<file path="src/rtl/tx_pkg.sv">
// Shared definitions for the transmit-path FIFO arbiter.
// Holds the FSM state encoding, the fixed source count and the
// default threshold values used when configuring the FIFOs.
package tx_pkg;

   localparam int NUM_SRC = 4;

   localparam logic [3:0] UMBRAL_MAIN_DEF = 4'd1;
   localparam logic [3:0] UMBRAL_VC_DEF   = 4'd1;

   typedef enum logic [2:0] {
      ST_RESET  = 3'd0,
      ST_INIT   = 3'd1,
      ST_IDLE   = 3'd2,
      ST_ACTIVE = 3'd3,
      ST_HOLD   = 3'd4,
      ST_ERROR  = 3'd5
   } state_t;

endpackage

</file>
<file path="src/rtl/tx_fifo_arbiter_rr.sv">
// Combinational 4-way round-robin arbiter.
// Ports:
//   request   - one bit per source that has data
//   pointer   - index searched first; the search wraps 3 -> 0
//   grant     - one-hot grant (all zero when no request)
//   grant_idx - index of the granted source (0 when no request)
// The pointer register lives in the parent.
module rr_arbiter4
   import tx_pkg::*;
(
   input  logic [3:0] request,
   input  logic [1:0] pointer,
   output logic [3:0] grant,
   output logic [1:0] grant_idx
);

   always_comb begin
      logic [1:0] idx;
      logic       found;
      grant     = '0;
      grant_idx = '0;
      found     = 1'b0;
      idx       = '0;
      for (int k = 0; k < NUM_SRC; k++) begin
         // 2-bit addition wraps naturally modulo 4
         idx = pointer + 2'(k);
         if (!found && request[idx]) begin
            found      = 1'b1;
            grant[idx] = 1'b1;
            grant_idx  = idx;
         end
      end
   end

endmodule

</file>
<file path="src/rtl/tx_fifo_arbiter.sv">
// Transmit-path FIFO controller.
// Drains four virtual-channel source FIFOs round-robin into a single
// destination FIFO, applies hysteresis backpressure from the destination
// threshold flags, latches the threshold configuration and stops all
// traffic on any FIFO error.
// Ports:
//   clk, reset (async, active-low)
//   init                          - config mode, thresholds load while high
//   umbral_main_in, umbral_vc_in  - threshold values to latch
//   src_empty, src_error          - per-source flags
//   src_data                      - source i at bits [i*data_width +: data_width]
//   dst_full .. dst_error         - destination FIFO flags
//   src_pop                       - one-hot read enable to the sources
//   dst_push, dst_data            - write enable / data to the destination
//   umbral_main, umbral_vc        - latched thresholds
//   state, idle, error_out        - status
module tx_fifo_arbiter #(
   parameter int data_width = 6,
   parameter int NUM_SRC    = 4
) (
   input  logic                          clk,
   input  logic                          reset,
   input  logic                          init,
   input  logic [3:0]                    umbral_main_in,
   input  logic [3:0]                    umbral_vc_in,
   input  logic [NUM_SRC-1:0]            src_empty,
   input  logic [NUM_SRC-1:0]            src_error,
   input  logic [NUM_SRC*data_width-1:0] src_data,
   input  logic                          dst_full,
   input  logic                          dst_almost_full,
   input  logic                          dst_almost_empty,
   input  logic                          dst_empty,
   input  logic                          dst_error,
   output logic [NUM_SRC-1:0]            src_pop,
   output logic                          dst_push,
   output logic [data_width-1:0]         dst_data,
   output logic [3:0]                    umbral_main,
   output logic [3:0]                    umbral_vc,
   output logic [2:0]                    state,
   output logic                          idle,
   output logic                          error_out
);

   import tx_pkg::*;

   state_t               st_q;
   logic [1:0]           rr_ptr;
   logic [1:0]           grant_q;
   logic                 pop_q;
   logic [NUM_SRC-1:0]   request;
   logic [NUM_SRC-1:0]   grant;
   logic [1:0]           grant_idx;
   logic                 any_err;
   logic                 hold_cond;
   logic                 release_cond;
   logic                 pop_en;

   assign request      = ~src_empty;
   assign any_err      = (|src_error) | dst_error;
   assign hold_cond    = dst_almost_full | dst_full;
   assign release_cond = dst_almost_empty | dst_empty;

   rr_arbiter4 u_rr (
      .request   (request),
      .pointer   (rr_ptr),
      .grant     (grant),
      .grant_idx (grant_idx)
   );

   // Pops stop in the very cycle the destination reports it is filling up,
   // so at most the one word popped in the previous cycle is still in flight.
   assign pop_en  = (st_q == ST_ACTIVE) && !hold_cond;
   assign src_pop = pop_en ? grant : '0;

   // Sources register data_out, so the popped word is visible one cycle
   // after the pop; the push is driven from the registered pop/grant.
   assign dst_push  = pop_q;
   assign dst_data  = pop_q ? src_data[grant_q*data_width +: data_width] : '0;

   assign state     = st_q;
   assign idle      = (st_q == ST_IDLE) && !pop_q;
   assign error_out = (st_q == ST_ERROR);

   always_ff @(posedge clk or negedge reset) begin
      if (!reset) begin
         st_q        <= ST_RESET;
         rr_ptr      <= '0;
         grant_q     <= '0;
         pop_q       <= 1'b0;
         umbral_main <= '0;
         umbral_vc   <= '0;
      end else begin
         pop_q <= |src_pop;
         if (|src_pop) begin
            grant_q <= grant_idx;
            rr_ptr  <= grant_idx + 2'd1;
         end

         if (st_q == ST_INIT) begin
            umbral_main <= umbral_main_in;
            umbral_vc   <= umbral_vc_in;
         end

         if (any_err && (st_q != ST_RESET)) begin
            st_q <= ST_ERROR;
         end else begin
            case (st_q)
               ST_RESET:  st_q <= init ? ST_INIT : ST_IDLE;
               ST_INIT:   st_q <= init ? ST_INIT : ST_IDLE;
               ST_IDLE: begin
                  if (init)          st_q <= ST_INIT;
                  else if (|request) st_q <= ST_ACTIVE;
               end
               ST_ACTIVE: begin
                  // HOLD entry outranks going idle
                  if (hold_cond)                  st_q <= ST_HOLD;
                  else if (!(|request) && !pop_q) st_q <= ST_IDLE;
               end
               ST_HOLD: begin
                  // almost flags are equality compares, so leave HOLD only
                  // once the destination has drained to the low mark
                  if (release_cond) st_q <= ST_ACTIVE;
               end
               ST_ERROR:  st_q <= ST_ERROR;
               default:   st_q <= ST_RESET;
            endcase
         end
      end
   end

endmodule

</file>
<file path="config.mk">
export PLATFORM = sky130hd
export DESIGN_NAME = tx_fifo_arbiter
export DESIGN_NICKNAME = d
export VERILOG_FILES = /design/src/rtl/tx_pkg.sv /design/src/rtl/tx_fifo_arbiter_rr.sv /design/src/rtl/tx_fifo_arbiter.sv
export SDC_FILE = /design/constraint.sdc
export NUM_CORES = 1
export LEC_CHECK = 0
export BUFFER_PORTS_ARGS = -buffer_cell sky130_fd_sc_hd__buf_2
export CORE_MARGIN = 2
export CORE_UTILIZATION = 40
export CTS_CLUSTER_SIZE = 30
export DETAILED_ROUTE_END_ITERATION = 12
export GPL_TIMING_DRIVEN = 1
export HOLD_SLACK_MARGIN = 0.15
export PLACE_DENSITY = 0.7
export SLEW_MARGIN = 20
export SYNTH_ARGS = -nofsm -noshare
export SYNTH_HDL_FRONTEND = slang
export SYNTH_SLANG_ARGS = --single-unit
</file>
<file path="constraint.sdc">
create_clock -name clk -period 8 [get_ports clk]
set_input_delay 0.4 -clock clk [delete_from_list [all_inputs] [get_ports clk]]
set_output_delay 0.4 -clock clk [all_outputs]
set_load 0.005 [all_outputs]
</file>
==> reports/results.tsv, run 1 <==
stage	metric	value	unit
outcome	run_status	completed	
synthesis	synth_nets	218	
sta	period_needed	3.715	ns
worst_setup_path	r2r-start	rr_ptr[0]$_DFFE_PN0P_	
grt	grt_pass1_wl	6161	um
pwr	powerDensity	87.87	nW/um2
sta	fin_ws	4.285	ns
sta	worstMarginPinSlew	1.035	ns
grt	antenna_found_initial	0	
worst_setup_path	crit_buf_inv	1	
route	wl	3815	um
die	io_pins	72	
clock_tree	cts_root_buffer	clkbuf_8	
synthesis	yosysTopAreaCell	dfrtp_1	
sta	slew_violations	0	
route	vias_per_cell	5.462	
synthesis	synth_top_area_share	0.2512	
synthesis	synth_area_leaders	dfrtp_1, mux4_2, mux2_2, ha_1, mux2i_1	
cells_and_area	fill_cells	370	
sta	fin_setup_tns	0	ns
pwr	p_clk_frac	0.339	
synthesis	synth.area.mux_share	0.2473	
synthesis	synth_commonest_cells	dfrtp_1, nor2_1, mux2_2	
synthesis	yosys_warnings	0	
pwr	seqPwrFrac	0.465	
sta	max_slew_margin	0.3046	
synthesis	yosys.cell_types.count	43	
worst_setup_path	crit_arrival	3.85	ns
pwr	vdd_drop_max	0.08120	mV
placement	dp.final_hpwl	3059	um
grt	gr-total-overflow	0	
synthesis	synth.most_common_cell	dfrtp_1	
cells_and_area	final_core_util	0.5328	
synthesis	syn_area_per_cell	9.840	um2
die	die_width	67.13	um
sta	setup_violations	0	
placement	place_congestion	0.8288	
synthesis	synth_edf_count	0	
pwr	total_power	175.3	uW
sta	period_share	0.4644	
placement	post-place-ws	4.348	ns
grt	grt_max_degree	19	
synthesis	synth_xor_area_frac	0.005495	
die	core_area	3744	um2
route	post-route-drc-count	0	
clock_tree	path_clk_slew	0.06	ns
sta	rsz0062_at_grt	false	
synthesis	synth_compound_area_frac	0.1797	
cells_and_area	fin_nets	283	
worst_setup_path	cp_max_fo	18	
clock_tree	cts_setup_buffers	0	
grt	grt.total_usage	0.1748	
cells_and_area	seq_area	400.4	um2
worst_setup_path	crit_chain	inv_1, ha_1, mux4_2, nor2b_4, a221oi_2, o22ai_1, o41ai_4, mux2_2	
worst_setup_path	cp_slowest_cell	dfrtp_1	
route	ant_nets	0	
pwr	swShare	0.2433	
worst_setup_path	endpoint_kind	flop	
synthesis	synthCells	162	
cells_and_area	multi_input_area	1094	um2
synthesis	synth_area	1594	um2
worst_setup_path	crit_start	rr_ptr[0]$_DFFE_PN0P_	
die	rows	22	
cells_and_area	area_growth	25.12	%
grt	grt_pass1_vias	1341	
synthesis	synth_top_family_by_area	multiplexers	
route	drt_iter0_drc	66	
clock_tree	cts_max_path_buffers	2	
synthesis	yosys_most_used_dff	dfrtp_1	
worst_setup_path	critPathTopFamily	multiplexers	
die	die-area	4506	um2
pwr	internal-power	132.6	uW
sta	clock-skew-final	0.002109	ns
clock_tree	post_cts_resized	0	
worst_setup_path	start_kind	flop	
clock_tree	h-tree-depth	1	
die	start_util	0.4258	
clock_tree	cts_sinks	16	
route	drt_pre_antenna_iters	4	
worst_setup_path	slowest_delay	0.73	ns
synthesis	yosysSeqAreaShare	0.2512	
clock_tree	cts_tree	yes	
cells_and_area	diodes	0	
synthesis	synthArstFlopShare	1.000	
route	drt-wirelength-per-cell	13.97	um
pwr	combPwrFrac	0.196	
die	die_h	67.13	um
job	maxCapViolCount	0	
worst_setup_path	path_class	flop to flop	
clock_tree	clk_latency	0.25	ns
placement	io_buffers	71	
pwr	switching_power	42.63	uW
synthesis	synth-adder-area-share	0.06279	
sta	hold_viol_final	0	
sta	fmax	269.2	MHz
worst_setup_path	required	8.14	ns
pwr	leakage	1.034	nW
route	num_vias	1491	
cells_and_area	drive_gt1_frac	0.4444	
clock_tree	cts_made_buffers	3	
synthesis	yosys.area_share.simple	0.1907	
hold_path	hold_start	umbral_main_in[0]	
hold_path	min_path_type	input port to flop	
synthesis	synth_seq_cells	16	
## what timing repair did
item | in CTS | in global routing
hold endpoints to repair | 16 | 0
hold buffers | 1 | 0
endpoints found under the setup margin | 0 | 0
## layer usage
| layer | track usage | up-vias | share of wire |
|---|---|---|---|
| met4 | 0.02551 | 0 | 0.0026 |
| met5 | 0 | - | 0 |
| met2 | 0.2822 | 55 | 0.49 |
| li1 | - | 739 | - |
| met3 | 0.03547 | 3 | 0.064 |
| met1 | 0.2466 | 694 | 0.45 |
## through the flow
stage | instances | hold WS, ns | cell area, um2
final | 273 | 0.3798 | 1994
after global routing | 273 | 0.3803 | 1994
after CTS | 273 | 0.3746 | 1994
after detailed placement | 269 | 0.3271 | 1943
after global placement | 269 | 0.3267 | 1943
after floorplan | 162 | 0.1044 | 1594
## power by group through the flow
stage	Sequential, mW	Clock, mW	Combinational [mW]
6_report	0.0815	0.0593	0.0344
5_1_grt	0.0814	0.0664	0.0383
4_1_cts	0.0814	0.0624	0.0344
3_5_place_dp	0.0829	0	0.0339
3_3_place_gp	0.0829	0	0.0334
2_1_floorplan	0.0830	0	0.0178
## worst reg2reg max path, stage by stage, from the launching register on
cell      delay (ns)
dfrtp_1         0.73
inv_1           0.27
ha_1            0.49
mux4_2          0.60
nor2b_4         0.18
a221oi_2        0.30
o22ai_1         0.17
o41ai_4         0.48
mux2_2          0.39
## cell families (layout without fill, tap and decap cells)
group           after synthesis  in the layout
flops                        16             16
simple gates                 55             55
fa+ha+maj                     8              8
xor+xnor                      1              1
mux                          26             26
compound gates               35             35
buf+inv                      21             84
## final timing paths
check,end,slack (ns),cells past startpoint
worst max-delay path,grant_q[1]$_DFFE_PN0P_,4.28,8
worst max register to register,grant_q[1]$_DFFE_PN0P_,4.28,8
max in group asynchronous,state[1]$_DFFE_PN0P_,7.16,2
worst min register to register,umbral_main[0]$_DFFE_PN0P_,0.50,1
worst min-delay path,umbral_main[0]$_DFFE_PN0P_,0.38,2
min in group asynchronous,umbral_vc[2]$_DFFE_PN0P_,0.58,2
## sequential cells by signal, indices dropped and copies added (netlist names)
name	flops
umbral_main	4
umbral_vc	4
state	3
grant_q	2
rr_ptr	2
dst_push	1
## cells in the final DEF (no fill, tap or decap), types with 2 or more instances in the layout
cell type	n
o2111ai_1	4
nor2_1	14
o21a_1	2
mux2_2	11
a221oi_1	2
a21oi_1	6
clkbuf_8	3
nand2_1	7
ha_1	8
mux4_2	7
o22ai_1	2
a31oi_1	2
mux4_1	2
a2bb2oi_1	2
and2_1	7
inv_1	9
nand4_1	3
nand3_1	6
nor3b_1	2
nor2b_1	3
dfrtp_1	16
o21ai_0	8
and3b_2	2
buf_2	71
mux2i_1	6
nor3_1	5
## layout make-up
cell class              instances  area share
clock buffers                   3     0.02070
flip-flops and latches         16      0.2008
inverters                       9     0.01694
multi-input cells             125      0.5483
repair buffers                 72      0.1832
well taps                      48     0.03011
Power figures use the tool's default switching activity.
==> run 2, diff against run 1 <==
clock period = 3.87 ns   (was 8 ns; I/O delays follow)
==> run 2 against run 1 <==
Clock-buffer cell count is 1 higher. Register-to-register slack worse by 3.8 ns. Combinational power is 110% higher. Die area stayed put. Clock skew is 0.00083 ns higher. Clock power is 150% higher. Routed wire length hardly changed. Non-clock buffer count is 1 higher. Critical path depth stayed put. Critical path type unchanged. Critical endpoint unchanged. Largest power group unchanged. Highest routed layer is now met3.
==> reports/results.tsv, run 2 (synthesis gave the netlist of run 1 again) <==
stage	metric	value	unit	change
worst_setup_path	rrSetupSlack	0.45	ns	-3.84 ns
route	post-route-drc-count	0		unchanged
placement	post-place-ws	0.4773	ns	-3.871 ns
route	ant_nets	0		unchanged
sta	fin_setup_tns	0	ns	unchanged
cells_and_area	final_common_cell	buf_2		
worst_setup_path	crit_arrival	3.56	ns	-0.29 ns
clock_tree	cts_root_buffer	clkbuf_8		
cells_and_area	fill_cells	365		-1.4%
sta	fmax	292.3	MHz	+8.6%
job	maxCapViolCount	0		unchanged
pwr	leakage	1.045	nW	+1.1%
sta	hold_viol_final	0		unchanged
clock_tree	path_clk_slew	0.06	ns	about the same
sta	fin_ws	0.4489	ns	-3.836 ns
clock_tree	cts_tree	yes		
cells_and_area	drive_gt1_frac	0.4537		+0.009300
die	start_util	0.4258		unchanged
cells_and_area	layout_common_cells	buf_2, dfrtp_1, nor2_1		
cells_and_area	fin_nets	284		+0.35%
sta	max_slew_margin	0.5985		+0.2939
grt	antenna_found_initial	0		unchanged
die	die_h	67.13	um	unchanged
hold_path	min_path_type	input port to flop		
cells_and_area	area_growth	26.77	%	
clock_tree	cts_sinks	16		unchanged
cells_and_area	diodes	0		unchanged
worst_setup_path	cp_max_fo	12		-6
sta	worstMarginPinSlew	0.5990	ns	-0.4361 ns
outcome	run_status	completed		
sta	setup_violations	0		unchanged
grt	gr-total-overflow	0		unchanged
grt	grt.total_usage	0.1766		+0.001835
worst_setup_path	endpoint_kind	flop		
die	core_area	3744	um2	unchanged
grt	grt_max_degree	18		-1
sta	rsz0062_at_grt	false		
pwr	powerDensity	191.0	nW/um2	+120%
route	vias_per_cell	5.389		-1.3%
die	die_width	67.13	um	unchanged
die	rows	22		unchanged
sta	clock-skew-final	0.002942	ns	+0.0008329 ns
placement	dp.final_hpwl	3122	um	+2.1%
placement	place_congestion	0.8831		+6.6%
worst_setup_path	start_kind	flop		
route	drt_pre_antenna_iters	4		unchanged
die	die-area	4506	um2	unchanged
grt	grt_pass1_wl	6216	um	+0.89%
worst_setup_path	path_class	flop to flop		
pwr	vdd_drop_max	0.1800	mV	+120%
sta	period_share	0.8840		+0.4196
clock_tree	cts_max_path_buffers	2		unchanged
die	io_pins	72		unchanged
sta	slew_violations	0		unchanged
grt	grt_pass1_vias	1344		+0.22%
route	drt_iter0_drc	66		unchanged
clock_tree	clk_latency	0.25	ns	about the same
route	num_vias	1482		-0.60%
placement	io_buffers	71		unchanged
worst_setup_path	required	4.00	ns	-4.14 ns
route	wl	3813	um	about the same
clock_tree	cts_made_buffers	3		unchanged
route	drt-wirelength-per-cell	13.87	um	-0.78%
sta	period_needed	3.421	ns	-0.2939 ns
cells_and_area	postLayoutCellArea	2021	um2	+1.3%
placement	dpl-instance-area	1951	um2	+0.39%
clock_tree	h-tree-depth	1		unchanged
run 2: cell types whose count changed in the layout (fill, tap and decap cells not counted), sizes merged:
cell and change:
clkbuf +1, buf +1
run 2: stage by stage:
step,power (mW),utilization,hold WS (ns),instances
2_1_floorplan,0.2084,-,-0.1021,162
3_3_place_gp,0.2413,0.5211,0.1195,270
3_5_place_dp,0.2419,0.5211,0.1224,270
4_1_cts,0.3915,0.5384,0.1692,275
5_1_grt,0.4081,0.5398,0.1669,275
6_report,0.3859,0.5398,0.1794,275
run 2: metal layers:
layer,GRT usage,vias to the layer above,routed length [um]
met5,0,-,0
li1,-,736,-
met3,0.03209,0,211
met1,0.2479,700,1725
met2,0.2908,46,1875
met4,0.02296,0,0
run 2: area by class of cell:
class                   instances  area [um2]  area share
multi-input cells             125        1099      0.5437
well taps                      48       60.06     0.02972
clock buffers                   4       55.05     0.02724
flip-flops and latches         16       400.4      0.1981
inverters                       9       33.78     0.01672
repair buffers                 73       372.9      0.1845
run 2: worst max-delay path, cell delays in order, from the launching register on:
cell and delay, ns:
dfrtp_1 0.58, inv_1 0.18, ha_1 0.45, mux4_2 0.59, nor2b_4 0.18, a221oi_1 0.35
a31oi_1 0.18, o41ai_4 0.41, mux2_2 0.38
run 2: where the power goes:
part           total [mW]  internal [mW]  switching [mW]  leakage [nW]
sequential          0.168          0.168        0.000390         0.202
clock               0.146         0.0902          0.0559        0.0288
combinational      0.0714         0.0370          0.0344         0.814
run 2: final timing paths:
kind / startpoint / to / cells past startpoint
setup / recovery: rr_ptr[1]$_DFFE_PN0P_ / grant_q[1]$_DFFE_PN0P_ / 8
hold / removal: umbral_vc_in[0] / umbral_vc[0]$_DFFE_PN0P_ / 2
setup reg to reg: rr_ptr[1]$_DFFE_PN0P_ / grant_q[1]$_DFFE_PN0P_ / 8
hold reg to reg: umbral_vc[3]$_DFFE_PN0P_ / umbral_vc[3]$_DFFE_PN0P_ / 1
max in group asynchronous: reset / umbral_main[0]$_DFFE_PN0P_ / 2
min in group asynchronous: reset / umbral_main[1]$_DFFE_PN0P_ / 2
run 2: repair_timing:
item,4_1_cts,5_1_grt
hold endpoints to repair,16,0
endpoints found under the setup margin,0,0
hold buffers,1,0
setup buffers,0,0
gates resized for setup,0,0
==> run 3, diff against run 2 <==
CORE_UTILIZATION = 35   (was 40)
PLACE_DENSITY = default   (was 0.7)
==> run 3 against run 2 <==
Maximum frequency about the same. Worst setup slack about the same. Critical path depth unchanged. Global-route usage decreased by 2.3 points. Flip-flop and latch count unchanged. Register-to-register slack about the same. Clock skew decreased by 0.0020 ns. Clock power decreased by 18%. Sequential share of layout area increased by 0.14 points. Sequential power about the same. Critical endpoint unchanged.
==> reports/results.tsv, run 3 (synthesis gave the netlist of run 1 again) <==
stage	metric	value	unit	change
outcome	run_status	completed		
route	drt-wirelength-per-cell	14.45	um	+4.2%
clock_tree	post_cts_resized	0		unchanged
hold_path	min_path_type	input port to flop		
sta	fmax	292.3	MHz	about the same
worst_setup_path	crit_chain	inv_1, ha_1, mux4_2, nor2b_4, a221oi_2, o22ai_1, o41ai_4, mux2_2		
worst_setup_path	endpoint_kind	flop		
clock_tree	path_clk_slew	0.06	ns	about the same
sta	period_needed	3.421	ns	+0.0002980 ns
placement	dp.final_hpwl	3152	um	+0.97%
pwr	vdd_drop_max	0.2542	mV	+41%
grt	grt_pass1_vias	1322		-1.6%
die	core_area	4384	um2	+17%
sta	clock-skew-final	0.0009228	ns	-0.002020 ns
clock_tree	cts_made_buffers	3		unchanged
grt	grt_pass1_wl	6320	um	+1.7%
placement	io_buffers	71		unchanged
die	die-area	5110	um2	+13%
sta	setup_violations	0		unchanged
sta	rsz0062_at_grt	false		
worst_setup_path	path_class	flop to flop		
cells_and_area	fill_cells	436		+19%
cells_and_area	postLayoutCellArea	2007	um2	-0.68%
cells_and_area	drive_gt1_frac	0.4469		-0.006842
clock_tree	cts_max_path_buffers	2		unchanged
grt	antenna_found_initial	0		unchanged
clock_tree	clk_latency	0.24	ns	about the same
placement	dpl-instance-area	1956	um2	+0.26%
sta	worstMarginPinSlew	1.043	ns	+0.4436 ns
cells_and_area	diodes	0		unchanged
worst_setup_path	cp_slowest_cell	mux4_2		
worst_setup_path	crit_buf_inv	1		unchanged
grt	grt.total_usage	0.1534		-0.02320
pwr	powerDensity	179.4	nW/um2	-6.0%
route	drt_pre_antenna_iters	6		+2
sta	fin_setup_tns	0	ns	unchanged
cells_and_area	final_core_util	0.4578		-0.08201
cells_and_area	area_growth	25.90	%	
worst_setup_path	crit_arrival	3.55	ns	about the same
worst_setup_path	critPathTopFamily	multiplexers		
clock_tree	cts_root_buffer	clkbuf_8		
route	post-route-drc-count	0		unchanged
worst_setup_path	slowest_delay	0.59	ns	about the same
route	num_vias	1537		+3.7%
clock_tree	cts_tree	yes		
grt	gr-total-overflow	0		unchanged
die	die_width	71.49	um	+6.5%
die	start_util	0.3636		-0.06222
sta	period_share	0.8841		about the same
sta	max_slew_margin	0.2996		-0.2989
placement	place_congestion	0.8246		-6.6%
sta	hold_viol_final	0		unchanged
route	ant_nets	0		unchanged
pwr	total_power	360.1	uW	-6.7%
worst_setup_path	required	4.00	ns	about the same
grt	grt_max_degree	18		unchanged
worst_setup_path	start_kind	flop		
cells_and_area	fin_nets	284		unchanged
route	vias_per_cell	5.529		+2.6%
route	drt_iter0_drc	42		-36%
job	maxCapViolCount	0		unchanged
die	rows	24		+9.1%
die	die_h	71.49	um	+6.5%
worst_setup_path	cp_max_fo	12		unchanged
route	wl	4016	um	+5.3%
clock_tree	cts_setup_buffers	0		unchanged
cells_and_area	layout_common_cells	buf_2, dfrtp_1, nor2_1		
clock_tree	h-tree-depth	1		unchanged
clock_tree	cts_sinks	16		unchanged
die	io_pins	72		unchanged
cells_and_area	final_common_cell	buf_2		
sta	slew_violations	0		unchanged
pwr	leakage	1.038	nW	-0.72%
-- run 3: changes by cell type in the layout (fill, tap and decap cells not counted) --
cell,before,now
clkbuf_8,4,3
nor3_1,4,5
nor3_2,1,0
-- run 3: cell type report --
| class | count | area, um2 | area share |
|---|---|---|---|
| tap | 52 | 65.06 | 0.03242 |
| multi-input combinational | 125 | 1094 | 0.5449 |
| clock buffer | 3 | 41.29 | 0.02057 |
| sequential | 16 | 400.4 | 0.1995 |
| timing repair buffer | 73 | 372.9 | 0.1858 |
| inverter | 9 | 33.78 | 0.01683 |
-- run 3: worst paths after layout --
check / from / depth (start not counted) / slack [ns] / endpoint
worst min-delay path: umbral_main_in[1] / 2 / 0.18 / umbral_main[1]$_DFFE_PN0P_
max in group asynchronous: reset / 2 / 3.22 / grant_q[0]$_DFFE_PN0P_
worst max register to register: rr_ptr[1]$_DFFE_PN0P_ / 8 / 0.45 / grant_q[1]$_DFFE_PN0P_
worst max-delay path: rr_ptr[1]$_DFFE_PN0P_ / 8 / 0.45 / grant_q[1]$_DFFE_PN0P_
min in group asynchronous: reset / 2 / 0.39 / umbral_main[2]$_DFFE_PN0P_
worst min register to register: umbral_main[1]$_DFFE_PN0P_ / 1 / 0.51 / umbral_main[1]$_DFFE_PN0P_
-- run 3: stage by stage --
step | worst slack [ns] | std cells | hold WS (ns)
2_1_floorplan | 0.7722 | 162 | -0.1021
3_3_place_gp | 0.5159 | 274 | 0.1242
3_5_place_dp | 0.4717 | 274 | 0.1304
4_1_cts | 0.4545 | 278 | 0.1740
5_1_grt | 0.1775 | 278 | 0.1757
6_report | 0.4486 | 278 | 0.1818
-- run 3: routing by layer --
| metal | part of all wire | global-route usage |
|---|---|---|
| met5 | 0 | 0 |
| met4 | 0.0052 | 0.01468 |
| met3 | 0.087 | 0.04360 |
| met2 | 0.47 | 0.2623 |
| met1 | 0.44 | 0.2007 |
-- run 3: what timing repair did --
| item | in CTS | in global routing |
|---|---|---|
| hold endpoints to repair | 16 | 0 |
| setup endpoints to repair | 0 | 0 |
| hold buffers | 1 | 0 |
-- run 3: power breakdown --
| group | total [mW] | switching, mW | internal, mW |
|---|---|---|---|
| combinational | 0.0720 | 0.0350 | 0.0370 |
| clock | 0.120 | 0.0509 | 0.0688 |
| sequential | 0.168 | 0.000352 | 0.168 |
| total | 0.360 | 0.0862 | 0.274 |
